[config.mk]
export PLATFORM = sky130hd
export DESIGN_NAME = regfile_write_queue
export DESIGN_NICKNAME = d
export VERILOG_FILES = /design/src/rtl/regwb_write_queue.sv /design/src/rtl/regwb_pkg.sv /design/src/rtl/regwb_fifo.sv /design/src/rtl/regfile_write_queue.sv
export SDC_FILE = /design/constraint.sdc
export NUM_CORES = 1
export LEC_CHECK = 0
export ABC_AREA = 1
export CAP_MARGIN = 30
export CORE_UTILIZATION = 35
export CTS_CLUSTER_SIZE = 25
export DETAILED_ROUTE_END_ITERATION = 8
export PLACE_DENSITY = 0.53
export SLEW_MARGIN = 20
export SYNTH_ARGS = -nofsm -noshare
export SYNTH_HDL_FRONTEND = slang
export SYNTH_HIERARCHICAL = 1
export SYNTH_SLANG_ARGS = --single-unit
[constraint.sdc]
create_clock -name CLK -period 2.8 [get_ports CLK]
set_input_delay 0.56 -clock CLK [delete_from_list [all_inputs] [get_ports CLK]]
set_output_delay 0.56 -clock CLK [all_outputs]
set_load 0.1 [all_outputs]
[src/rtl/regwb_write_queue.sv]
// regwb_write_queue: no module here; the top level is regfile_write_queue in regfile_write_queue.sv.

[src/rtl/regwb_pkg.sv]
// regwb_pkg: shared widths and the queued write-back entry type.
package regwb_pkg;
    localparam int ADDR_W = 5;
    localparam int DATA_W = 32;
    localparam logic [ADDR_W-1:0] ZERO_REG = '0;

    typedef struct packed {
        logic [ADDR_W-1:0] rd;
        logic [DATA_W-1:0] data;
    } wb_entry_t;
endpackage

[src/rtl/regwb_fifo.sv]
// regwb_fifo: circular buffer of write-back entries with two ordered push ports and one pop.
module regwb_fifo
    import regwb_pkg::*;
#(
    parameter int DEPTH = 4,
    localparam int PW = $clog2(DEPTH),
    localparam int CW = PW + 1
) (
    input  logic                         CLK,
    input  logic                         reset,
    input  logic                         push_a,
    input  wb_entry_t                    din_a,
    input  logic                         push_b,
    input  wb_entry_t                    din_b,
    input  logic                         pop,
    output wb_entry_t                    head,
    output logic [CW-1:0]                count,
    output logic                         empty,
    output logic [DEPTH-1:0]             slot_valid,
    output logic [DEPTH-1:0][ADDR_W-1:0] slot_reg
);
    wb_entry_t         mem_q [DEPTH];
    wb_entry_t         mem_d [DEPTH];
    logic [PW-1:0]     wr_ptr_q, wr_ptr_d, rd_ptr_q, rd_ptr_d;
    logic [CW-1:0]     count_q, count_d;

    // Port a always lands ahead of port b when both push in the same cycle.
    always_comb begin
        mem_d = mem_q;
        if (push_a) mem_d[wr_ptr_q] = din_a;
        if (push_b) mem_d[push_a ? wr_ptr_q + PW'(1) : wr_ptr_q] = din_b;
        wr_ptr_d = wr_ptr_q + PW'(push_a) + PW'(push_b);
        rd_ptr_d = rd_ptr_q + PW'(pop);
        count_d  = count_q + CW'(push_a) + CW'(push_b) - CW'(pop);
    end

    always_comb begin
        for (int i = 0; i < DEPTH; i++) begin
            slot_valid[i] = CW'(PW'(i) - rd_ptr_q) < count_q;
            slot_reg[i]   = mem_q[i].rd;
        end
    end

    always_ff @(posedge CLK) begin
        if (reset) begin
            wr_ptr_q <= '0;
            rd_ptr_q <= '0;
            count_q  <= '0;
        end else begin
            wr_ptr_q <= wr_ptr_d;
            rd_ptr_q <= rd_ptr_d;
            count_q  <= count_d;
        end
    end

    always_ff @(posedge CLK) begin
        mem_q <= mem_d;
    end

    assign head  = mem_q[rd_ptr_q];
    assign count = count_q;
    assign empty = count_q == '0;
endmodule

[src/rtl/regfile_write_queue.sv]
// regfile_write_queue: arbitrates ALU/load write-backs into an in-order queue, issues one
// register-file write per cycle and exports a pending-write scoreboard.
module regfile_write_queue
    import regwb_pkg::*;
#(
    parameter int DEPTH  = 4,
    parameter int DATA_W = regwb_pkg::DATA_W,
    parameter int ADDR_W = regwb_pkg::ADDR_W,
    localparam int CW = $clog2(DEPTH) + 1
) (
    input  logic              CLK,
    input  logic              reset,
    input  logic              mem_valid,
    output logic              mem_ready,
    input  logic [ADDR_W-1:0] mem_reg,
    input  logic [DATA_W-1:0] mem_data,
    input  logic              alu_valid,
    output logic              alu_ready,
    input  logic [ADDR_W-1:0] alu_reg,
    input  logic [DATA_W-1:0] alu_data,
    output logic [ADDR_W-1:0] writeReg,
    output logic [DATA_W-1:0] writeData,
    output logic              regWrite,
    output logic [31:0]       pending,
    output logic              idle
);
    wb_entry_t                    head;
    logic [CW-1:0]                count;
    logic                         empty, pop, mem_nz, push_a, push_b;
    logic [DEPTH-1:0]             slot_valid;
    logic [DEPTH-1:0][ADDR_W-1:0] slot_reg;
    logic [ADDR_W-1:0]            write_reg_q, write_reg_d;
    logic [DATA_W-1:0]            write_data_q, write_data_d;
    logic                         reg_write_q, reg_write_d;

    // Readies ignore the same-cycle pop, and alu only counts a mem request that will occupy a slot.
    always_comb begin
        mem_nz    = mem_valid && mem_reg != ZERO_REG;
        mem_ready = !reset && count < CW'(DEPTH);
        alu_ready = !reset && ({1'b0, count} + (CW+1)'(mem_nz)) < (CW+1)'(DEPTH);
        push_a    = mem_nz && mem_ready;
        push_b    = alu_valid && alu_ready && alu_reg != ZERO_REG;
        pop       = !empty;
    end

    regwb_fifo #(.DEPTH(DEPTH)) u_fifo (
        .CLK        (CLK),
        .reset      (reset),
        .push_a     (push_a),
        .din_a      ('{rd: mem_reg, data: mem_data}),
        .push_b     (push_b),
        .din_b      ('{rd: alu_reg, data: alu_data}),
        .pop        (pop),
        .head       (head),
        .count      (count),
        .empty      (empty),
        .slot_valid (slot_valid),
        .slot_reg   (slot_reg)
    );

    always_comb begin
        reg_write_d  = pop;
        write_reg_d  = pop ? head.rd : write_reg_q;
        write_data_d = pop ? head.data : write_data_q;
    end

    always_ff @(posedge CLK) begin
        if (reset) begin
            reg_write_q  <= 1'b0;
            write_reg_q  <= '0;
            write_data_q <= '0;
        end else begin
            reg_write_q  <= reg_write_d;
            write_reg_q  <= write_reg_d;
            write_data_q <= write_data_d;
        end
    end

    always_comb begin
        pending = '0;
        for (int i = 0; i < DEPTH; i++)
            if (slot_valid[i]) pending = pending | (32'(1) << slot_reg[i]);
        if (reg_write_q) pending = pending | (32'(1) << write_reg_q);
        pending[0] = 1'b0;
    end

    assign writeReg  = write_reg_q;
    assign writeData = write_data_q;
    assign regWrite  = reg_write_q;
    assign idle      = empty && !reg_write_q;
endmodule

**Yosys cells after proc, flatten, opt, wreduce, memory -nomap -nowiden**

Cells that the tools add are included.

- Register bits after elaboration: 193
- Input bits: 78
- Output and inout port bits: 73
- Logic and storage cells: 81

- $add $sub $neg: 12
- Order comparisons: 11
- Shift operators: 5
- Muxes and demuxes: 17
- Bitwise logic cells: 7
- Reductions and logical operators: 15

Operator list:

| operator | number |
|---|---|
| bitwise mux 148 bit | 2 |
| two-way mux 148 bit | 2 |
| two-way mux 32 bit | 5 |
| left shift 1 x 5 -> 32 bit (first input constant) | 5 |
| demux 37 bit (select 2 bit) | 2 |
| two-way mux 37 bit | 4 |
| bitwise OR 32 bit | 4 |
| binary-select mux 37 bit (select 2 bit) | 1 |
| less-than comparator 3 bit | 4 |
| nonzero test 5 bit | 2 |
| >= comparator 3 bit (second input constant) | 3 |
| logical AND 1 bit | 9 |
| inverter 2 -> 3 bit | 3 |
| adder 2 x 1 -> 2 bit | 3 |
| adder 3 x 1 -> 3 bit | 2 |
| less-than comparator 3 x 1 -> 1 bit (second input constant) | 2 |
| subtractor 1 x 2 -> 3 bit (first input constant) | 2 |
| subtractor 2 x 2 -> 3 bit (first input constant) | 2 |
| adder 3 x 1 -> 4 bit | 1 |
| less-than comparator 4 x 3 -> 1 bit (second input constant) | 1 |
| zero test 1 bit | 3 |
| zero test 3 bit | 1 |
| less-than comparator 3 bit (second input constant) | 1 |
| subtractor 3 x 1 -> 3 bit | 1 |
| 2 further kinds | 2 |

**Longest topological paths before layout**

Gate-level depths: netlist of the first run.

- Depth in word-level cells: 11
- Mapped depth: 16

**By module**

Netlist of the first run, hierarchy kept.

Modules (own cells, without submodules):

| module | times used | cells each | area each (sq um) |
|---|---|---|---|
| regwb_fifo | 1 | 1335 | 8891.0 |
| regfile_write_queue | 1 | 589 | 3190.6 |

**Worst setup path after synthesis of the first run**

Ideal clock, no wire load.

- Path type: input port to flip-flop
- Start: input reset
- End: register u_fifo.count_q[2], in the netlist u_fifo/count[2]
- Arrival: 3.595 ns
- Path slack: -0.907 ns
- Stages: 10
- Path buffers: 1
- Path through: nor2_1 and3_1 buf_6 inv_4 ha_1 inv_1 fa_1 fa_1 nor2_1 nor2_1

- Cells in the longest elaborated chain, start to end: 6

RTL lines:

| what | line | text |
|---|---|---|
| from (decl) | regfile_write_queue.sv:12 | `input logic reset,` |
| zero test 1 bit | regfile_write_queue.sv:39 | `mem_ready = !reset && count < CW'(DEPTH);` |
| logical AND 1 bit | regfile_write_queue.sv:39 |  |
| logical AND 1 bit | regfile_write_queue.sv:41 | `push_a = mem_nz && mem_ready;` |
| via push_a | regfile_write_queue.sv:29 | `logic empty, pop, mem_nz, push_a, push_b;` |
| adder 3 x 1 -> 3 bit (2 in series) | regwb_fifo.sv:34 | `count_d = count_q + CW'(push_a) + CW'(push_b) - CW'(pop);` |
| subtractor 3 x 1 -> 3 bit | regwb_fifo.sv:34 |  |
| to (signal assigned) | regwb_fifo.sv:52 | `count_q <= count_d;` |
| to (decl) | regwb_fifo.sv:25 | `logic [CW-1:0] count_q, count_d;` |

The timed path passes the listed nets, and every way through them passes these cells.
A chain may end at the register's enable or synchronous reset.

**Worst setup path after layout of the first run**

- Start: register u_fifo.rd_ptr_q[0]
- End: output pending[16]

RTL lines:

| what | line | text |
|---|---|---|
| from (decl) | regwb_fifo.sv:24 | `logic [PW-1:0] wr_ptr_q, wr_ptr_d, rd_ptr_q, rd_ptr_d;` |
| from (signal assigned) | regwb_fifo.sv:51 | `rd_ptr_q <= rd_ptr_d;` |
| subtractor 2 x 2 -> 3 bit * | regwb_fifo.sv:39 | `slot_valid[i] = CW'(PW'(i) - rd_ptr_q) < count_q;` |
| less-than comparator 3 bit * | regwb_fifo.sv:39 |  |
| via slot_valid[2] | regfile_write_queue.sv:30 | `logic [DEPTH-1:0] slot_valid;` |
| two-way mux 32 bit * | regfile_write_queue.sv:82 | `if (slot_valid[i]) pending = pending \| (32'(1) << slot_reg[i]);` |
| bitwise OR 32 bit | regfile_write_queue.sv:82 |  |
| two-way mux 32 bit * | regfile_write_queue.sv:82 |  |
| bitwise OR 32 bit | regfile_write_queue.sv:83 | `if (reg_write_q) pending = pending \| (32'(1) << write_reg_q);` |
| two-way mux 32 bit * | regfile_write_queue.sv:83 |  |
| to (decl) | regfile_write_queue.sv:24 | `output logic [31:0] pending,` |

Mark *: on every way through the listed nets, which the timed path passes. The rest lies on a longest branch.

==> flow_summary.toml, run 1 <==
[synthesis]
ys.flop_type = "dfxtp_1"
synth_nets = 2020
synthCells = 1924
synth_edf_count = 0
ys_warn_count = 6
syn_area_mm2 = 0.0121
synth_seq_cells = 193
avgSynthCellArea_um2 = 6.28
synth_cell_type_count = 41
synthArstFlopShare_pct = 0
yosysSeqAreaShare_pct = 32.0

[global_routing]
grt_max_degree = 75
grt_use_total_pct = 26.0
antenna_found_initial = 0
overflow = 0
grt_pass1_vias = 12400
grt_pass1_wl_mm = 72.0

[status]
status = "finished, violations left"
violations = "setup timing"

[floorplanning]
dieArea_mm2 = 0.0353
fp.dieH_um = 188
initial_core_util_pct = 35.8
die_w_um = 188
rows = 67
pin_count = 151
coreArea_mm2 = 0.0338

[placed_design]
port_buffers = 149
dp_slack_ns = -0.123
gp_congestion = 1.03
dp_cells = 2441
hpwl_mm = 30.4

[timing]
min_period_ns = 3.19
skew_ns = 0.0140
setup-violations-final = 31
timing.fmax_mhz = 314
rsz0062_at_grt = "yes"
worst_slew_pin_slew_ns = 0.880
hold_viol_final = 0
fin_crit_sh_pct = 114
slew_violations = 0
setup_tns_ns = -8.71
max-slew-margin-rel_pct = 41.3
setup_ws_ns = -0.388

[clock_network]
cts_made_buffers = 17
worstSkewPairLatency_ns = 0.45
clkTransAtPathRegs_ns = 0.07
clock-sinks = 193
clk_path_buf_depth = 2
cts_tree = "built"
holdBufCountCts = 0
htreeDepth = 4
root_buffer = "clkbuf_16"

[drt]
routed_wl_mm = 46.2
avgRoutedWirePerCell_um = 18.5
drt_iter0_markers = 1257
antenna_left = 0
via_per_inst = 5.33
firstDrtPassIters = 6
vias = 13300
drc = 0

[layout]
largest_reg_flops = 128
antenna_cells = 0
final_util_pct = 46.7
nets = 2128
syn_to_final_growth_pct = 30.6
fin_cells = 2493
final_layout_size_suffix_gt1_share_pct = 18.8

[pwr]
powerDensity_mw_per_mm2 = 1360
p_leak_nw = 7.11
ir_worst_vdd_mv = 0.885

[critical_path]
slowest_delay_ns = 0.38
criticalPathCategory = "reg -> out"
crit_end = "pending[16]"
reg2reg_depth = 9
r2r_slack_ns = 0.59
cp_cell_sequence = "inv_4 -> ha_4 -> inv_4 -> ha_4 -> a21o_1 -> a31oi_4 -> buf_12 -> nand3_4 -> inv_2 -> nand3_1 -> nand4_1 -> buf_12"
cp-start-kind = "flip-flop"
crit_arrival_ns = 2.63
critPathMaxFanout = 6
critPathRequiredTime_ns = 2.24
crit_family = "buffers and inverters"
crit_start = "u_fifo/rd_ptr_q[0]$_SDFF_PP0_"
reg2reg_from = "u_fifo/count[1]$_SDFF_PP0_"
critical_path_depth = 12
r2r-end = "u_fifo/count[1]$_SDFF_PP0_"
critical_path_buf_inv_count = 5
cp_slowest_cell = "dfxtp_4"
endpoint_kind = "output port"

[job]
maxCapViolCount = 0

[min_path]
hold_class = "reg -> reg"
worstHoldStart = "writeData[1]$_SDFFE_PP0N_"
==> layout by cell type (no fill, tap or decap), drive strengths merged, types with 2 or more instances in the layout <==
| cell type | n |
|---|---|
| nand2 | 629 |
| nor2 | 226 |
| o21ai | 225 |
| dfxtp | 193 |
| buf | 178 |
| nand4 | 172 |
| inv | 109 |
| clkdlybuf4s50 | 76 |
| nand3 | 70 |
| a21oi | 46 |
| o22ai | 37 |
| clkbuf | 22 |
| ha | 15 |
| nor3 | 14 |
| clkinv | 6 |
| a211oi | 5 |
| nand3b | 4 |
| fa | 3 |
| bufinv | 2 |
| a21o | 2 |
| a31oi | 2 |
| xnor2 | 2 |
| or2 | 2 |
==> layer usage <==
metal | global-route usage (%) | share of wire (%)
met5 | 0 | 0
met4 | 9.66 | 3.2
met3 | 3.33 | 5.8
met2 | 42.9 | 47
met1 | 34.4 | 44
==> power breakdown <==
group	leakage, nW	switching (mW)	total (mW)	internal (mW)
clock	0.298	1.17	2.59	1.42
combinational	5.20	9.35	13.7	4.37
sequential	1.61	1.02	5.10	4.08
total	7.11	11.5	21.4	9.87
==> worst min-delay path by stage <==
| stage | to | slack (ns) | depth (start not counted) |
|---|---|---|---|
| 2_1_floorplan | u_fifo/mem_q[100]$_DFF_P_ | 0.52 | 4 |
| 4_1_cts | writeData[1]$_SDFFE_PP0N_ | 0.47 | 2 |
| 5_1_grt | writeData[1]$_SDFFE_PP0N_ | 0.48 | 2 |
| 3_5_place_dp | writeData[1]$_SDFFE_PP0N_ | 0.46 | 2 |
| 6_report | writeData[1]$_SDFFE_PP0N_ | 0.47 | 2 |
| 3_3_place_gp | writeData[21]$_SDFFE_PP0N_ | 0.46 | 2 |
==> metrics by stage <==
step / hold WS [ns] / total power [mW] / area, um2
floorplan: 0.515 / 14.1 / 12400
global placement: 0.455 / 17.6 / 14600
detailed placement: 0.458 / 17.7 / 14600
CTS: 0.470 / 21.0 / 15500
global route: 0.480 / 22.8 / 15800
finish: 0.466 / 21.4 / 15800
==> area by class of cell <==
cell class                      count  area, um2
Clock buffer                       22        484
Clock inverter                     10        121
Fill cell                        3490      18000
Inverter                          108        440
Multi-Input combinational cell   1458       7490
Sequential cell                   193       3870
Tap cell                          448        561
Timing Repair Buffer              254       2800
==> kinds of logic after synthesis <==
kind of cell    share of synthesized area (%)
xor+xnor                                0.218
buf+inv                                  11.5
flops                                    32.0
simple gates                             40.5
other cells                            0.0310
compound gates                           13.7
fa+ha+maj                                2.05
==> repair_timing <==
item,CTS,global route
setup endpoints to repair,31,31
buffers inserted,14,6
pin swaps,33,32
gates resized for setup,78,50
==> tightest hold or removal path, cell delays in order, from the launching register on <==
cell	delay, ns
dfxtp_1	0.31
nand2_1	0.06
a21oi_1	0.05
==> synth_stat cells, types with 36 or more instances <==
library cell	count	area, um2
nor2_1	216	811
nand3_1	65	325
inv_1	89	334
clkbuf_1	36	135
o22ai_1	37	231
dfxtp_1	193	3860
buf_4	37	278
o21ai_0	223	1120
a21oi_1	46	230
buf_2	73	365
nand4_1	172	1080
nand2_1	620	2330
Note: power is estimated with default switching activity, not from simulation.
==> run 2: changes to the inputs <==
--- a/config.mk
+++ b/config.mk
@@ -7,10 +7,10 @@
 export LEC_CHECK = 0
 export ABC_AREA = 1
 export CAP_MARGIN = 30
-export CORE_UTILIZATION = 35
+export CORE_UTILIZATION = 40
 export CTS_CLUSTER_SIZE = 25
 export DETAILED_ROUTE_END_ITERATION = 8
-export PLACE_DENSITY = 0.53
+export PLACE_DENSITY = 0.59
 export SLEW_MARGIN = 20
 export SYNTH_ARGS = -nofsm -noshare
 export SYNTH_HDL_FRONTEND = slang
==> run 2 against run 1 <==
The run still ends with setup timing left. Via count up 0.20%. Register-to-register slack better by 0.02 ns. Sequential cell count unchanged. Clock power up 4%. Routed wire length down 5.3%. Total power down 0.91%. Combinational power about the same. Global-route usage up 2.3 points. Clock-buffer cell count down 5. Worst hold slack better by 0.0026 ns. Fmax up 0.55%. Critical path type unchanged.
==> flow_summary.toml, run 2 (synthesized netlist as in run 1, its figures left out) <==
[pwr]
p_leak_nw = 7.00
power.total_mw = 21.2
powerDensity_mw_per_mm2 = 1370
clkPwrFrac_pct = 12.7
combPwrFrac_pct = 63.3
switching_share_pct = 54.8
ir_worst_vdd_mv = 0.783
intPower_mw = 9.60
switching_power_mw = 11.6
pwr-share-seq_pct = 24.0

[drt]
wl_met1_mm = 19.2
dr.max_layer_used = "met4"
met3_length_mm = 3.00
via_per_inst = 5.50
routed_wl_mm = 43.7
drc = 0
drt_iter0_markers = 1276
avgRoutedWirePerCell_um = 18.0
firstDrtPassIters = 5
vias = 13300
antenna_left = 0
dr_wl_met2_mm = 20.4

[timing]
skew_ns = 0.0198
max-slew-margin-rel_pct = 43.0
fin_crit_sh_pct = 113
min_period_ns = 3.17
worst_slew_pin_slew_ns = 0.855
rsz0062_at_grt = "yes"
setup_ws_ns = -0.371
slew_violations = 0
setup-violations-final = 31
hold_viol_final = 0
timing.fmax_mhz = 315

[layout]
largest_reg_flops = 128
fill_cells = 3006
antenna_cells = 0
syn_to_final_growth_pct = 28.3
layout_commonest_cell = "nand2_1"
mostFrequentLayoutCells = "nand2_1, o21ai_0, dfxtp_1, nor2_1, nand4_1"
nets = 2117
fin_cells = 2424
stdcell_area_mm2 = 0.0155
final_layout_size_suffix_gt1_share_pct = 18.1

[job]
maxCapViolCount = 0

[floorplanning]
coreArea_mm2 = 0.0296
pin_count = 151
dieArea_mm2 = 0.0309
rows = 63
initial_core_util_pct = 40.8
die_w_um = 176
fp.dieH_um = 176

[critical_path]
cp-start-kind = "flip-flop"
cpMostUsedCell = "ha_4"
critPathRequiredTime_ns = 2.24
critPathMaxFanout = 7
endpoint_kind = "output port"
crit_arrival_ns = 2.61
slowest_delay_ns = 0.37
criticalPathCategory = "reg -> out"
cp_cell_sequence = "inv_2 -> ha_4 -> inv_4 -> ha_4 -> a21o_1 -> a31oi_4 -> buf_6 -> nand3_4 -> nor3_2 -> nor2_2 -> nand2_4 -> buf_12"
cp_slowest_cell = "dfxtp_4"

[clock_network]
root_buffer = "clkbuf_16"
clkTransAtPathRegs_ns = 0.10
cts_made_buffers = 17
worstSkewPairLatency_ns = 0.45
clk_path_buf_depth = 2
cts_tree = "built"
holdBufCountCts = 0
clock-sinks = 193
htreeDepth = 4

[global_routing]
antenna_found_initial = 0
grt_use_total_pct = 28.3
grt_pass1_wl_mm = 69.0
grt_max_degree = 80
overflow = 0
grt_pass1_vias = 12100

[min_path]
hold_class = "reg -> reg"

[placed_design]
dp_cells = 2376
port_buffers = 149
hpwl_mm = 28.8
gp_congestion = 0.951
placed_area_mm2 = 0.0143

[status]
violations = "setup timing"
status = "finished, violations left"
## run 2: power by group through the flow
stage	registers, mW	logic (mW)	clock network (mW)
after floorplan	6.60	7.52	0
after global placement	5.08	12.4	0
after detailed placement	5.11	12.5	0
after CTS	5.07	12.8	2.72
after global routing	5.25	14.5	2.84
final	5.10	13.4	2.69
## run 2: worst paths after layout
path | startpoint | to | slack, ns | cells after the start
max | u_fifo/rd_ptr_q[0]$_SDFF_PP0_ | pending[7] | -0.37 | 12
min | writeData[0]$_SDFFE_PP0N_ | writeData[0]$_SDFFE_PP0N_ | 0.47 | 2
max reg2reg | u_fifo/count[1]$_SDFF_PP0_ | u_fifo/count[1]$_SDFF_PP0_ | 0.61 | 9
min reg2reg | writeData[0]$_SDFFE_PP0N_ | writeData[0]$_SDFFE_PP0N_ | 0.47 | 2
## run 2: repair_timing
action,4_1_cts,5_1_grt
pin swaps,13,40
resized for setup,30,88
setup buffers,7,9
endpoints found under the setup margin,31,31
## run 2: cell type report
cell class                 instances  area [um2]  area share, %
multi-input combinational       1458        7440           48.0
sequential                       193        3870           25.0
timing repair buffer             243        2620           16.9
tap                              390         488           3.15
inverter                         108         430           2.78
clock buffer                      17         425           2.74
clock inverter                    15         224           1.44
## run 2: metal layers
metal	GRT usage (%)	up-vias
met1	38.8	6152
met3	3.01	61
li1	-	6560
met2	46.2	547
met4	9.09	0
met5	0	-
## run 2: through the flow
stage	hold WS (ns)	utilization, %	TNS [ns]	setup slack [ns]
after detailed placement	0.459	48.4	-0.209	-0.114
final	0.469	52.3	-8.89	-0.371
after floorplan	0.515	-	-1.92	-0.349
after CTS	0.472	51.1	-8.25	-0.323
after global routing	0.485	52.3	-12.25	-0.470
after global placement	0.452	48.4	-0.195	-0.101
## run 2: worst max-delay path, delay by kind of cell, from the launching register on
kind                     cells  cell delay, ns
AND/OR/NAND/NOR              4            0.52
AO/OA/AOI/OAI                2            0.46
adder cells (fa/ha/maj)      2            0.42
buffers and inverters        4            0.41
flip-flops                   1            0.37
==> run 3: changes to the inputs <==
--- a/config.mk
+++ b/config.mk
@@ -10,6 +10,7 @@
 export CORE_UTILIZATION = 40
 export CTS_CLUSTER_SIZE = 25
 export DETAILED_ROUTE_END_ITERATION = 8
+export GPL_ROUTABILITY_DRIVEN = 0
 export PLACE_DENSITY = 0.59
 export SLEW_MARGIN = 20
 export SYNTH_ARGS = -nofsm -noshare
==> run 3 against run 2 <==
Clock-buffer cell count unchanged. Sequential share of layout area up 0.40 points. Cell count shrank 0.25%. Core utilization decreased by 0.88 points. Sequential cell count unchanged. Global-route usage is 0.40 points lower. The run still ends with setup timing left. Via count increased by 1.8%.
==> flow_summary.toml, run 3 (synthesized netlist as in run 1, its figures left out) <==
[status]
status = "finished, violations left"
violations = "setup timing"

[layout]
stdcell_area_mm2 = 0.0152
regArea_mm2 = 0.00387
fill_cells = 3034
final_layout_size_suffix_gt1_share_pct = 16.2
final_util_pct = 51.4
fin_cells = 2418
layout_commonest_cell = "nand2_1"
multi_input_area_mm2 = 0.00730
nets = 2111
mostFrequentLayoutCells = "nand2_1, o21ai_0, nor2_1, dfxtp_1, nand4_1"
syn_to_final_growth_pct = 26.2
antenna_cells = 0
largest_reg_flops = 128

[clock_network]
clock-sinks = 193
holdBufCountCts = 0
worstSkewPairLatency_ns = 0.45
cts_made_buffers = 17
htreeDepth = 4
root_buffer = "clkbuf_16"
clkTransAtPathRegs_ns = 0.08
clk_path_buf_depth = 2
cts_tree = "built"

[drt]
antenna_left = 0
firstDrtPassIters = 6
avgRoutedWirePerCell_um = 17.9
drt_iter0_markers = 1728
via_per_inst = 5.61
routed_wl_mm = 43.2
drc = 0
vias = 13600

[floorplanning]
die_w_um = 176
coreArea_mm2 = 0.0296
fp.dieH_um = 176
pin_count = 151
rows = 63
dieArea_mm2 = 0.0309
initial_core_util_pct = 40.8

[pwr]
power.total_mw = 20.7
ir_worst_vdd_mv = 0.726
powerDensity_mw_per_mm2 = 1360
p_leak_nw = 6.94

[timing]
setup-violations-final = 31
min_period_ns = 3.13
fin_crit_sh_pct = 112
timing.fmax_mhz = 320
setup_ws_ns = -0.326
worst_slew_pin_slew_ns = 0.880
slew_violations = 0
max-slew-margin-rel_pct = 41.3
rsz0062_at_grt = "yes"
skew_ns = 0.0187
hold_viol_final = 0

[job]
maxCapViolCount = 0

[critical_path]
crit_arrival_ns = 2.57
slowest_delay_ns = 0.36
critPathRequiredTime_ns = 2.24
cp-start-kind = "flip-flop"
endpoint_kind = "output port"
criticalPathCategory = "reg -> out"
cp_slowest_cell = "dfxtp_2"
critPathMaxFanout = 6
cp_cell_sequence = "inv_2 -> ha_4 -> inv_2 -> ha_4 -> a21o_1 -> a31oi_4 -> nand2_2 -> inv_4 -> nand4_1 -> nor2_1 -> nor2_2 -> nand2_4 -> buf_12"

[global_routing]
grt_max_degree = 75
overflow = 0
antenna_found_initial = 0
grt_pass1_wl_mm = 68.6
grt_pass1_vias = 12300
grt_use_total_pct = 27.9

[placed_design]
hpwl_mm = 27.9
dp_cells = 2374
placed_area_mm2 = 0.0143
port_buffers = 149

[min_path]
hold_class = "reg -> reg"
## run 3: area by class of cell
| class | instances | share of cell area [%] |
|---|---|---|
| Sequential cell | 193 | 25.4 |
| Tap cell | 390 | 3.20 |
| Clock buffer | 17 | 2.79 |
| Clock inverter | 15 | 1.20 |
| Multi-Input combinational cell | 1458 | 47.9 |
| Inverter | 108 | 2.78 |
| Timing Repair Buffer | 237 | 16.8 |
## run 3: critical path, delay by kind of cell, from the launching register on
| family | cells | cell delay, ns |
|---|---|---|
| compound gates | 2 | 0.44 |
| fa+ha+maj | 2 | 0.41 |
| buf+inv | 4 | 0.37 |
| flops | 1 | 0.36 |
| simple gates | 5 | 0.54 |
## run 3: layer usage
layer,vias up,share of wire [%],wire [um],global-route usage (%)
met4,0,3.0,1290,9.57
met1,6213,43,18500,37.9
met5,-,0,0,0
met2,712,46,20000,45.3
li1,6546,-,-,-
met3,95,7.7,3330,3.66
## run 3: path summary, 6_finish.rpt
kind	depth (start not counted)	to	slack, ns	from
max reg2reg	9	u_fifo/count[1]$_SDFF_PP0_	0.56	u_fifo/count[2]$_SDFF_PP0_
min	2	writeData[21]$_SDFFE_PP0N_	0.46	writeData[21]$_SDFFE_PP0N_
min reg2reg	2	writeData[21]$_SDFFE_PP0N_	0.46	writeData[21]$_SDFFE_PP0N_
max	13	pending[10]	-0.33	u_fifo/rd_ptr_q[0]$_SDFF_PP0_
## run 3: through the flow
stage | setup WS, ns | hold WS, ns | TNS (ns)
after floorplan | -0.349 | 0.515 | -1.92
after global placement | -0.0805 | 0.451 | -0.158
after detailed placement | -0.0932 | 0.452 | -0.178
after CTS | -0.300 | 0.463 | -7.25
after global routing | -0.415 | 0.483 | -10.77
final | -0.326 | 0.459 | -8.00
## run 3: timing repair
action                                  CTS  global route
endpoints found under the setup margin   31            31
buffers inserted                         11             1
pin swaps                                13             9
gates resized for setup                  45            14
## run 3: where the power goes
part / internal (mW) / leakage, nW / switching, mW / total [mW]
Combinational: 4.06 / 5.04 / 8.99 / 13.1
Clock: 1.22 / 0.297 / 1.32 / 2.55
Sequential: 4.08 / 1.61 / 1.07 / 5.14
